### config.mk
export PLATFORM = sky130hd
export DESIGN_NAME = sev_seg_scroll_ctrl
export DESIGN_NICKNAME = d
export VERILOG_FILES = /design/src/rtl/sev_seg_scroll_ctrl.sv
export SDC_FILE = /design/constraint.sdc
export NUM_CORES = 1
export LEC_CHECK = 0
export ABC_AREA = 1
export CORE_MARGIN = 2
export CORE_UTILIZATION = 35
export CTS_CLUSTER_DIAMETER = 30
export DETAILED_ROUTE_END_ITERATION = 12
export PLACE_DENSITY = 0.6
export SLEW_MARGIN = 20
export SYNTH_ARGS = -nofsm -noshare
export SYNTH_HDL_FRONTEND = slang
export SYNTH_SLANG_ARGS = --single-unit
### constraint.sdc
create_clock -name CLK -period 8 [get_ports CLK]
set_input_delay 1.6 -clock CLK [delete_from_list [all_inputs] [get_ports CLK]]
set_output_delay 1.6 -clock CLK [all_outputs]
set_load 0.02 [all_outputs]
### src/rtl/sev_seg_scroll_ctrl.sv
`default_nettype none
// ============================================================================
// Module  : sev_seg_scroll_ctrl
// Brief   : 8-digit seven-segment marquee with hex message buffer and scroll.
// Revision: 1.0
// ============================================================================
module sev_seg_scroll_ctrl #(
  parameter int SCAN_DIV   = 100000,
  parameter int SCROLL_DIV = 50000000,
  parameter int MSG_LEN    = 16
) (
  input  logic       CLK,
  input  logic       RST_N,
  input  logic [3:0] SW,
  input  logic       WR_EN,
  input  logic       CLR,
  input  logic       RUN,
  input  logic       DIR,
  output logic [7:0] SSEG_CA,
  output logic [7:0] SSEG_AN,
  output logic [3:0] LED
);

  localparam int LW       = $clog2(MSG_LEN + 1);
  localparam int IW       = $clog2(MSG_LEN);
  localparam int OW       = $clog2(MSG_LEN + 8);
  localparam int PW       = OW + 1;
  localparam int SCAN_W   = (SCAN_DIV > 1) ? $clog2(SCAN_DIV) : 1;
  localparam int SCROLL_W = (SCROLL_DIV > 1) ? $clog2(SCROLL_DIV) : 1;

  localparam logic [LW-1:0]       LEN_FULL   = LW'(MSG_LEN);
  localparam logic [SCAN_W-1:0]   SCAN_MAX   = SCAN_W'(SCAN_DIV - 1);
  localparam logic [SCROLL_W-1:0] SCROLL_MAX = SCROLL_W'(SCROLL_DIV - 1);

  typedef enum logic [1:0] {
    ST_IDLE   = 2'd0,
    ST_HOLD   = 2'd1,
    ST_SCROLL = 2'd2
  } state_t;

  state_t              state_q, state_d;
  logic [LW-1:0]       len_q, len_d;
  logic [OW-1:0]       offset_q, offset_d;
  logic [2:0]          k_q, k_d;
  logic [SCAN_W-1:0]   scan_cnt_q, scan_cnt_d;
  logic [SCROLL_W-1:0] scroll_cnt_q, scroll_cnt_d;
  logic [7:0]          an_q, an_d;
  logic [7:0]          ca_q, ca_d;
  logic [3:0]          led_q, led_d;
  logic [3:0]          buf_q [MSG_LEN];

  logic          buf_wr;
  logic          scan_wrap;
  logic          scroll_tick;
  logic [OW-1:0] offset_last;
  logic [PW-1:0] pos_sum;
  logic [PW-1:0] ring_len;
  logic [PW-1:0] pos;

  function automatic logic [7:0] seg_decode(input logic [3:0] c);
    logic [7:0] s;
    case (c)
      4'h0: s = 8'hC0;
      4'h1: s = 8'hF9;
      4'h2: s = 8'hA4;
      4'h3: s = 8'hB0;
      4'h4: s = 8'h99;
      4'h5: s = 8'h92;
      4'h6: s = 8'h82;
      4'h7: s = 8'hF8;
      4'h8: s = 8'h80;
      4'h9: s = 8'h90;
      4'hA: s = 8'h88;
      4'hB: s = 8'h83;
      4'hC: s = 8'hC6;
      4'hD: s = 8'hA1;
      4'hE: s = 8'h86;
      default: s = 8'h8E;
    endcase
    return s;
  endfunction

  assign scroll_tick = (state_q == ST_SCROLL) && (scroll_cnt_q == SCROLL_MAX);
  assign offset_last = OW'(len_q) + OW'(7);
  assign scan_wrap   = (scan_cnt_q == SCAN_MAX);

  always_comb begin
    state_d  = state_q;
    len_d    = len_q;
    offset_d = offset_q;
    buf_wr   = 1'b0;
    if (CLR) begin
      state_d  = ST_IDLE;
      len_d    = '0;
      offset_d = '0;
    end else begin
      unique case (state_q)
        ST_IDLE: begin
          if (WR_EN) begin
            buf_wr  = 1'b1;
            len_d   = len_q + 1'b1;
            state_d = ST_HOLD;
          end
        end
        ST_HOLD: begin
          if (WR_EN && (len_q < LEN_FULL)) begin
            buf_wr = 1'b1;
            len_d  = len_q + 1'b1;
          end
          if (RUN && (len_q != '0)) begin
            state_d = ST_SCROLL;
          end
        end
        ST_SCROLL: begin
          // Leaving scroll takes precedence over a coincident tick.
          if (!RUN) begin
            state_d  = ST_HOLD;
            offset_d = '0;
          end else if (scroll_tick) begin
            if (!DIR) begin
              offset_d = (offset_q == offset_last) ? '0 : offset_q + 1'b1;
            end else begin
              offset_d = (offset_q == '0) ? offset_last : offset_q - 1'b1;
            end
          end
        end
        default: begin
          state_d = ST_IDLE;
        end
      endcase
    end
  end

  always_comb begin
    scan_cnt_d   = scan_wrap ? '0 : scan_cnt_q + 1'b1;
    k_d          = scan_wrap ? k_q + 3'd1 : k_q;
    scroll_cnt_d = ((state_q == ST_SCROLL) && !scroll_tick) ? scroll_cnt_q + 1'b1 : '0;
  end

  // offset+k never exceeds two ring lengths, so one conditional subtract wraps it.
  always_comb begin
    pos_sum  = PW'(offset_q) + PW'(k_q);
    ring_len = PW'(len_q) + PW'(8);
    pos      = (pos_sum >= ring_len) ? pos_sum - ring_len : pos_sum;
    ca_d     = (pos < PW'(len_q)) ? seg_decode(buf_q[pos[IW-1:0]]) : 8'hFF;
    an_d     = ~(8'h80 >> k_q);
    led_d    = {len_d == LEN_FULL, state_d == ST_SCROLL,
                state_d == ST_HOLD, state_d == ST_IDLE};
  end

  always_ff @(posedge CLK or negedge RST_N) begin
    if (!RST_N) begin
      state_q      <= ST_IDLE;
      len_q        <= '0;
      offset_q     <= '0;
      k_q          <= '0;
      scan_cnt_q   <= '0;
      scroll_cnt_q <= '0;
      an_q         <= 8'hFF;
      ca_q         <= 8'hFF;
      led_q        <= 4'b0001;
    end else begin
      state_q      <= state_d;
      len_q        <= len_d;
      offset_q     <= offset_d;
      k_q          <= k_d;
      scan_cnt_q   <= scan_cnt_d;
      scroll_cnt_q <= scroll_cnt_d;
      an_q         <= an_d;
      ca_q         <= ca_d;
      led_q        <= led_d;
    end
  end

  always_ff @(posedge CLK) begin
    if (buf_wr) begin
      buf_q[len_q[IW-1:0]] <= SW;
    end
  end

  assign SSEG_AN = an_q;
  assign SSEG_CA = ca_q;
  assign LED     = led_q;

endmodule
`default_nettype wire
==> run_results.csv, run 1 <==
group,metric,value,unit
final_layout,drive_gt1_frac,0.0821,
timing,final_hold_viol_count,0,
timing,fin_setup_tns,0,ns
setup_path,path_common_cell,"nand3_1",
clock_network,cts_tree,"done",
final_layout,layout_commonest_cell,"nand2_1",
drt,wl,16500,um
global_routing,grt.total_usage,0.152,
final_layout,layout_common_cells,"nand2_1, inv_1, nand3_1, nor2_1, edfxtp_1",
run,cap_violations,0,
worst_hold_path,worstHoldPathType,"reg -> reg",
timing,finalWorstSetupSlack,3.73,ns
synthesis,ys_seq_area_frac,0.505,
pwr,power.share.clock,0.406,
die,dieArea,23100,um2
die,io_pins,30,
timing,finClkSkew,0.0139,ns
place,place_ws,3.76,ns
clock_network,cts_resized,0,
clock_network,clock_latency,0.42,ns
setup_path,path_max_fanout,16,
setup_path,cp_cell_sequence,"ha_1 > fa_1 > nand2_1 > a21oi_1 > xor2_1 > ha_1 > nand2_1 > inv_1 > nand2_1 > nand3_2 > o21ai_2 > nand3_1 > nand3_1 > nand3_1 > nand2_1 > inv_1 > ha_1 > inv_1 > nand3_1 > nand3_1 > nand3_1",
timing,fmax,234,MHz
clock_network,cts_hold_buffers,0,
place,hpwl,11900,um
setup_path,max_stage_delay,0.65,ns
timing,slew_viol_final,0,
timing,rsz0062_at_grt,"false",
place,numPortBuffers,28,
drt,wire_per_inst,13.5,um
clock_network,post_cts_buffers,0,
synthesis,synthesis.area,7660,um2
pwr,power,0.00182,W
global_routing,grt_antenna_before_repair,0,
pwr,powerDensity,208,nW/um2
drt,ant_nets,0,
setup_path,cp.required,8.33,ns
drt,viasPerCell,4.76,
drt,drc_errors,0,
setup_path,critical_path_buf_inv_count,3,
setup_path,worst_setup_path_end_kind,"flip-flop",
die,coreArea,21600,um2
pwr,p_sw,0.000500,W
final_layout,fillers,2187,
run_status,status,"complete, no violations",
setup_path,slowest_stage,"o21ai_2",
final_layout,synthToLayoutAreaGrowth,14.1,%
place,gp_congestion,0.880,
drt,drtIter0Drc,357,
clock_network,htreeDepth,4,
clock_network,clock-sinks,141,
pwr,p_leak,3.88,nW
setup_path,cp_data_arrival_time,4.61,ns
timing,post-route-period-util,0.534,
synthesis,synth_area_per_cell,8.59,um2
drt,firstDrtPassIters,5,
timing,maxSlewHeadroom,0.351,
pwr,combPwrFrac,0.152,
die,fp-row-count,54,
synthesis,ys.warnings.count,0,
clock_network,clk_pin_slew,0.06,ns
timing,fin_crit,4.27,ns
pwr,intPower,0.00132,W
setup_path,critPathTopFamily,"simple AND/OR/NAND/NOR gates",
pwr,sw_frac_of_total,0.275,
clock_network,cts_root_buffer,"clkbuf_16",
clock_network,cts_made_buffers,17,
die,dieWidth,152,um
global_routing,grt_max_degree,78,
die,die_height,152,um
synthesis,syn_inst,891,
setup_path,cp-start-kind,"flip-flop",
global_routing,grt_overflow,0,
final_layout,finalNetCount,974,
synthesis,synth-seq-cells,141,
setup_path,worst-setup-path-type,"reg -> reg",
synthesis,synth_fp_nets,939,
global_routing,grt_pass1_vias,5800,
drt,vias,5798,
timing,hold_ws,0.470,ns
timing,tightest_slew,0.974,ns
global_routing,grt_pass1_wl,28800,um
clock_network,cts_buffer_depth,2,
die,start_util,0.354,
timing,setup_viol,0,
final_layout,diodes,0,
pwr,ir_worst_vdd,0.132,mV
synthesis,yosysUniqueCellTypes,41,
pwr,seqPwrFrac,0.442,
[through the flow]
step                area, um2  instances   util
floorplan                7660        891      -
global placement         8190       1187  0.379
detailed placement       8190       1187  0.379
CTS                      8740       1218  0.404
global route             8740       1218  0.404
finish                   8740       1218  0.404
[registers in the layout, indices dropped and copies added (netlist names), 3 cells and up]
name,cells
buf_q,64
scroll_cnt_q,26
scan_cnt_q,17
SSEG_AN,8
SSEG_CA,7
len_q,5
offset_q,5
LED,4
k_q,3
[worst paths after layout]
| check | start | to | slack (ns) | depth (start not counted) |
|---|---|---|---|---|
| worst max-delay path | offset_q[0] | SSEG_CA[0] | 3.73 | 21 |
| worst min-delay path | scan_cnt_q[0] | scan_cnt_q[0] | 0.47 | 1 |
| worst max register to register | offset_q[0] | SSEG_CA[0] | 3.73 | 21 |
| worst min register to register | scan_cnt_q[0] | scan_cnt_q[0] | 0.47 | 1 |
| max in group asynchronous | RST_N | scan_cnt_q[2] | 6.03 | 1 |
| min in group asynchronous | RST_N | scroll_cnt_q[13] | 1.34 | 1 |
[cell families (layout without fill, tap and decap cells)]
kind of cell | after synthesis | in the layout | share of synthesized area
AND/OR/NAND/NOR | 437 | 437 | 0.254
buffers and inverters | 166 | 213 | 0.0889
flip-flops | 141 | 141 | 0.505
AO/OA/AOI/OAI | 89 | 89 | 0.0657
adder cells (fa/ha/maj) | 38 | 38 | 0.0641
XOR/XNOR | 19 | 19 | 0.0217
other | 1 | 1 | 0.000490
[cells in the mapped netlist, drive strengths merged]
master  count  area share
a21oi      39       0.026
nand3b      5      0.0049
nand2     202        0.10
dfrtp      61        0.20
or2         4      0.0033
o31ai       3      0.0029
dfstp      16       0.055
o311a       1      0.0013
ha         36       0.059
nor4       11      0.0090
xnor2       4      0.0046
buf        10       0.012
inv       153       0.075
a21o        1     0.00098
o22ai       2      0.0016
nor2       83       0.042
o21ai      32       0.022
nand3      93       0.063
o211ai      6      0.0059
fa          2      0.0052
nand4      15       0.012
o21a        3      0.0029
clkbuf      3      0.0015
nor3       22       0.015
xor2       15       0.017
edfxtp     64        0.25
and3        2      0.0016
a31oi       2      0.0016
conb        1     0.00049
[routing by layer]
metal	routed length [um]	vias to the layer above	GRT usage
met5	0	-	0
met4	206	0	0.0458
met3	695	14	0.0322
met2	7730	117	0.246
met1	7840	2695	0.207
li1	-	2972	-
[worst register-to-register path, cell delays in order, from the launching register on]
cell and delay (ns):
dfrtp_1 0.45, ha_1 0.24, fa_1 0.38, nand2_1 0.09, a21oi_1 0.08, xor2_1 0.16
ha_1 0.34, nand2_1 0.10, inv_1 0.04, nand2_1 0.11, nand3_2 0.26, o21ai_2 0.65
nand3_1 0.19, nand3_1 0.12, nand3_1 0.07, nand2_1 0.19, inv_1 0.13, ha_1 0.25
inv_1 0.08, nand3_1 0.10, nand3_1 0.10, nand3_1 0.07
[power by group through the flow]
stage,logic [W],registers (W),clock network [W]
finish,0.000277,0.000803,0.000738
global route,0.000314,0.000806,0.000791
CTS,0.000280,0.000803,0.000755
detailed placement,0.000279,0.000817,0
global placement,0.000277,0.000817,0
floorplan,0.000173,0.000839,0
[area by class of cell]
| class | count | area, um2 | share of cell area |
|---|---|---|---|
| well taps | 280 | 350 | 0.0401 |
| repair buffers | 29 | 285 | 0.0327 |
| flip-flops and latches | 141 | 3870 | 0.443 |
| clock inverters | 14 | 123 | 0.0140 |
| clock buffers | 17 | 425 | 0.0487 |
| inverters | 153 | 577 | 0.0660 |
| multi-input cells | 584 | 3110 | 0.356 |
No activity file was read; power rests on OpenSTA's default activity.
==> run 2, diff against run 1 <==
clock period = 4.2 ns   (was 8 ns; I/O delays follow)
==> run_results.csv, run 2 (synthesis results as in run 1) <==
group,metric,value,unit
final_layout,synthToLayoutAreaGrowth,16.2,%
timing,rsz0062_at_grt,"false",
die,dieWidth,152,um
setup_path,path_common_cell,"nand2_1",
drt,viasPerCell,4.80,
place,numPortBuffers,28,
timing,fmax,263,MHz
timing,slew_viol_final,0,
die,coreArea,21600,um2
clock_network,cts_root_buffer,"clkbuf_16",
timing,fin_crit,3.80,ns
final_layout,largest_reg_flops,64,
final_layout,finalNetCount,987,
setup_path,cp_data_arrival_time,4.14,ns
clock_network,clk_pin_slew,0.06,ns
final_layout,utilization,0.412,
clock_network,cts_hold_buffers,0,
global_routing,grt_pass1_vias,5586,
drt,drtIter0Drc,328,
final_layout,drive_gt1_frac,0.0966,
die,die_height,152,um
die,start_util,0.354,
die,dieArea,23100,um2
clock_network,clock_latency,0.42,ns
global_routing,grt.total_usage,0.145,
clock_network,cts_buffer_depth,2,
final_layout,diodes,0,
clock_network,cts_tree,"done",
run,cap_violations,0,
global_routing,grt_overflow,0,
timing,tightest_slew,0.689,ns
setup_path,critPathTopFamily,"simple AND/OR/NAND/NOR gates",
timing,fin_setup_tns,0,ns
place,gp_congestion,0.850,
die,fp-row-count,54,
place,hpwl,11700,um
worst_hold_path,worstHoldPathType,"in -> async",
die,io_pins,30,
setup_path,worst-setup-path-type,"reg -> reg",
drt,vias,5908,
clock_network,htreeDepth,4,
setup_path,slowest_stage,"dfrtp_2",
timing,maxSlewHeadroom,0.540,
final_layout,layout_commonest_cell,"nand2_1",
timing,post-route-period-util,0.905,
timing,hold_ws,0.361,ns
setup_path,critical_path_buf_inv_count,3,
setup_path,path_max_fanout,16,
setup_path,cp-start-kind,"flip-flop",
setup_path,max_stage_delay,0.45,ns
final_layout,layout_common_cells,"nand2_1, inv_1, nand3_1, nor2_1, edfxtp_1",
timing,final_hold_viol_count,0,
timing,setup_viol,0,
pwr,p_leak,3.97,nW
global_routing,grt_pass1_wl,27400,um
drt,wl,16400,um
setup_path,worst_setup_path_end_kind,"flip-flop",
global_routing,grt_antenna_before_repair,0,
drt,wire_per_inst,13.3,um
setup_path,cp_cell_sequence,"ha_1 > fa_1 > nand2_1 > a21oi_1 > xor2_1 > ha_1 > nand2_1 > nor2_1 > nand2_1 > nand3_2 > buf_4 > nand2_1 > o21ai_2 > buf_4 > nand3_1 > nand3_1 > nand3_1 > nand2_1 > inv_2 > ha_1 > nand2_1 > nor2_1 > nor2_1 > nand2_1",
drt,ant_nets,0,
pwr,ir_worst_vdd,0.256,mV
clock_network,cts_made_buffers,17,
drt,firstDrtPassIters,5,
global_routing,grt_max_degree,78,
timing,finClkSkew,0.0113,ns
run_status,status,"complete, no violations",
pwr,powerDensity,396,nW/um2
setup_path,cp.required,4.54,ns
clock_network,clock-sinks,141,
drt,drc_errors,0,
==> run 2: cell count changes in the layout (fill, tap and decap cells not counted) <==
| cell | previous run | this run |
|---|---|---|
| clkinv_1 | 1 | 2 |
| nand2_4 | 2 | 3 |
| clkinv_2 | 2 | 3 |
| dfrtp_1 | 61 | 60 |
| nand2_1 | 195 | 194 |
| bufinv_16 | 1 | 2 |
| buf_4 | 2 | 13 |
| nand2_8 | 0 | 1 |
| buf_16 | 0 | 1 |
| dfrtp_2 | 0 | 1 |
| clkinvlp_4 | 4 | 2 |
==> run 2: layer usage <==
layer  global-route usage  part of all wire
met4               0.0436            0.0093
met1                0.199              0.49
met2                0.230              0.46
met5                    0                 0
met3               0.0339             0.035
==> run 2: through the flow <==
step | area (um2) | instances | total power [W] | worst slack (ns)
6_report | 8900 | 1232 | 0.00353 | 0.400
2_1_floorplan | 7660 | 891 | 0.00193 | 0.572
5_1_grt | 8900 | 1232 | 0.00371 | 0.0146
4_1_cts | 8830 | 1228 | 0.00356 | 0.237
3_5_place_dp | 8260 | 1196 | 0.00210 | 0.245
3_3_place_gp | 8260 | 1196 | 0.00210 | 0.303
==> run 2: repair_timing <==
item | in CTS | in global routing
setup endpoints to repair | 0 | 7
gates resized for setup | 0 | 4
buffers inserted | 0 | 2
==> run 2: area by class of cell <==
cell class / instances / area (um2)
fillers: 2159 / 12700
flip-flops and latches: 141 / 3870
multi-input cells: 585 / 3130
inverters: 153 / 577
clock buffers: 17 / 425
repair buffers: 41 / 395
well taps: 280 / 350
clock inverters: 15 / 146
==> run 2: worst register-to-register path: cells and delay by family, from the launching register on <==
kind	cells	cell delay [ns]
flops	1	0.45
buf+inv	3	0.50
compound gates	2	0.13
simple gates	14	1.27
fa+ha+maj	4	1.20
xor+xnor	1	0.16
==> run 2: power by group <==
part	switching [W]	internal, W	leakage, nW
clock	0.000579	0.000870	0.274
combinational	0.000344	0.000207	2.12
sequential	0.0000169	0.00151	1.58
total	0.000940	0.00259	3.97
==> run 2: worst paths after layout <==
| check | slack (ns) | startpoint | cells past startpoint | endpoint |
|---|---|---|---|---|
| worst max-delay path | 0.40 | offset_q[0] | 24 | SSEG_CA[1] |
| min in group CLK | 0.47 | scan_cnt_q[0] | 1 | scan_cnt_q[0] |
| worst min register to register | 0.47 | scan_cnt_q[0] | 1 | scan_cnt_q[0] |
| worst min-delay path | 0.36 | RST_N | 1 | state_q[0] |
| worst max register to register | 0.40 | offset_q[0] | 24 | SSEG_CA[1] |
| max in group asynchronous | 3.21 | RST_N | 2 | SSEG_CA[0] |
==> run 3, diff against run 2 <==
MAX_ROUTING_LAYER = met4   (was not set)
clock period = 4.8 ns   (was 4.2 ns; I/O delays follow)
==> run_results.csv, run 3 (synthesis results as in run 1) <==
group,metric,value,unit
run,cap_violations,0,
timing,rsz0062_at_grt,"false",
drt,wire_per_inst,13.4,um
clock_network,cts_resized,0,
clock_network,clock_latency,0.42,ns
clock_network,cts_buffer_depth,2,
die,start_util,0.354,
clock_network,cts_root_buffer,"clkbuf_16",
place,gp_congestion,0.933,
drt,viasPerCell,4.74,
worst_hold_path,min_from,"scan_cnt_q[0]",
worst_hold_path,worstHoldPathType,"reg -> reg",
drt,drtIter0Drc,408,
pwr,p_leak,3.91,nW
clock_network,post_cts_buffers,0,
setup_path,path_common_cell,"nand2_1",
pwr,intPower,0.00232,W
global_routing,grt_pass1_wl,28500,um
global_routing,grt_max_degree,78,
clock_network,htreeDepth,4,
timing,fmax,235,MHz
run_status,status,"complete, no violations",
timing,finClkSkew,0.00978,ns
clock_network,cts_tree,"done",
setup_path,max_stage_delay,0.63,ns
final_layout,fillers,2189,
final_layout,drive_gt1_frac,0.0851,
pwr,power.share.clock,0.431,
drt,wl,16300,um
drt,firstDrtPassIters,5,
timing,hold_ws,0.465,ns
clock_network,clock-sinks,141,
pwr,power,0.00317,W
die,dieArea,23100,um2
timing,final_hold_viol_count,0,
setup_path,rrSetupSlack,0.54,ns
setup_path,r2r_start,"offset_q[0]",
timing,setup_viol,0,
final_layout,utilization,0.408,
final_layout,finalNetCount,975,
worst_hold_path,min_to,"scan_cnt_q[0]",
final_layout,layout_commonest_cell,"nand2_1",
drt,ant_nets,0,
timing,slew_viol_final,0,
final_layout,diodes,0,
final_layout,register_area,3870,um2
worst_hold_path,holdPathStages,1,
pwr,ir_worst_vdd,0.203,mV
setup_path,cp-start-kind,"flip-flop",
pwr,combPwrFrac,0.146,
die,io_pins,30,
setup_path,cp.required,5.15,ns
setup_path,cp_cell_sequence,"ha_1 > fa_1 > nand2_1 > a21oi_1 > xor2_1 > ha_1 > nand2_1 > inv_1 > nand2_1 > nand3_2 > o21ai_2 > nand3_1 > nand3_1 > nand3_1 > nand2_1 > inv_1 > ha_1 > nand2_1 > nor2_1 > nor2_1 > nand2_1",
place,numPortBuffers,28,
clock_network,cts_hold_buffers,0,
clock_network,cts_made_buffers,17,
pwr,powerDensity,359,nW/um2
pwr,p_sw,0.000850,W
timing,fin_setup_tns,0,ns
global_routing,grt_overflow,0,
global_routing,grt_pass1_vias,5771,
final_layout,largest_reg_flops,64,
setup_path,worst-setup-path-type,"reg -> reg",
die,die_height,152,um
die,fp-row-count,54,
die,coreArea,21600,um2
final_layout,synthToLayoutAreaGrowth,15.1,%
global_routing,grt.total_usage,0.155,
final_layout,layout_common_cells,"nand2_1, inv_1, nand3_1, nor2_1, edfxtp_1",
final_layout,multi_input_area,3110,um2
timing,maxSlewHeadroom,0.513,
pwr,seqPwrFrac,0.422,
clock_network,clk_pin_slew,0.06,ns
drt,drc_errors,0,
setup_path,worst_setup_path_end_kind,"flip-flop",
timing,post-route-period-util,0.887,
timing,fin_crit,4.26,ns
drt,vias,5779,
setup_path,ff2ff_path_depth,21,
setup_path,r2r-end,"SSEG_CA[1]",
die,dieWidth,152,um
global_routing,grt_antenna_before_repair,0,
setup_path,slowest_stage,"o21ai_2",
place,hpwl,11900,um
timing,tightest_slew,0.729,ns
setup_path,cp_data_arrival_time,4.60,ns
pwr,sw_frac_of_total,0.269,
setup_path,path_max_fanout,16,
run 3: cell count changes in the layout (fill, tap and decap cells not counted), sizes merged:
cell and change:
inv +3, buf -11, nand2 -1, clkinvlp +1
bufinv +1, clkinv -5
run 3: worst max-delay path by stage:
stage	startpoint	slack [ns]	end
floorplan	offset_q[0]	1.17	SSEG_CA[0]
global placement	offset_q[0]	0.72	SSEG_CA[1]
detailed placement	offset_q[0]	0.56	SSEG_CA[1]
CTS	offset_q[0]	0.55	SSEG_CA[1]
global route	offset_q[0]	0.10	SSEG_CA[3]
finish	offset_q[0]	0.54	SSEG_CA[1]
run 3: cell type report:
type                       instances  share of cell area
sequential                       141               0.439
multi-input combinational        584               0.353
inverter                         153              0.0655
clock buffer                      17              0.0483
tap                              280              0.0398
timing repair buffer              30              0.0337
clock inverter                    15              0.0212
run 3: layer usage:
layer	part of all wire	GRT usage
met3	0.038	0.0379
met4	0.0055	0.0369
met1	0.48	0.204
met2	0.47	0.242
met5	0	-
run 3: metrics by stage:
stage                     cell area, um2  setup slack [ns]  std cells
after floorplan                     7660              1.17        891
after global placement              8200             0.717       1188
after detailed placement            8200             0.564       1188
after CTS                           8810             0.551       1220
after global routing                8810             0.105       1220
final                               8810             0.544       1220
run 3: power by group through the flow:
stage / Combinational (W) / Clock (W) / Sequential (W)
after global placement: 0.000463 / 0 / 0.00136
after global routing: 0.000529 / 0.00146 / 0.00134
after floorplan: 0.000288 / 0 / 0.00140
final: 0.000463 / 0.00136 / 0.00134
after detailed placement: 0.000467 / 0 / 0.00136
after CTS: 0.000469 / 0.00139 / 0.00134
run 3: critical path: cells and delay by family, from the launching register on:
| family | cells | cell delay (ns) |
|---|---|---|
| flip-flops | 1 | 0.45 |
| AO/OA/AOI/OAI | 2 | 0.70 |
| XOR/XNOR | 1 | 0.16 |
| AND/OR/NAND/NOR | 12 | 1.42 |
| buffers and inverters | 2 | 0.17 |
| adder cells (fa/ha/maj) | 4 | 1.28 |
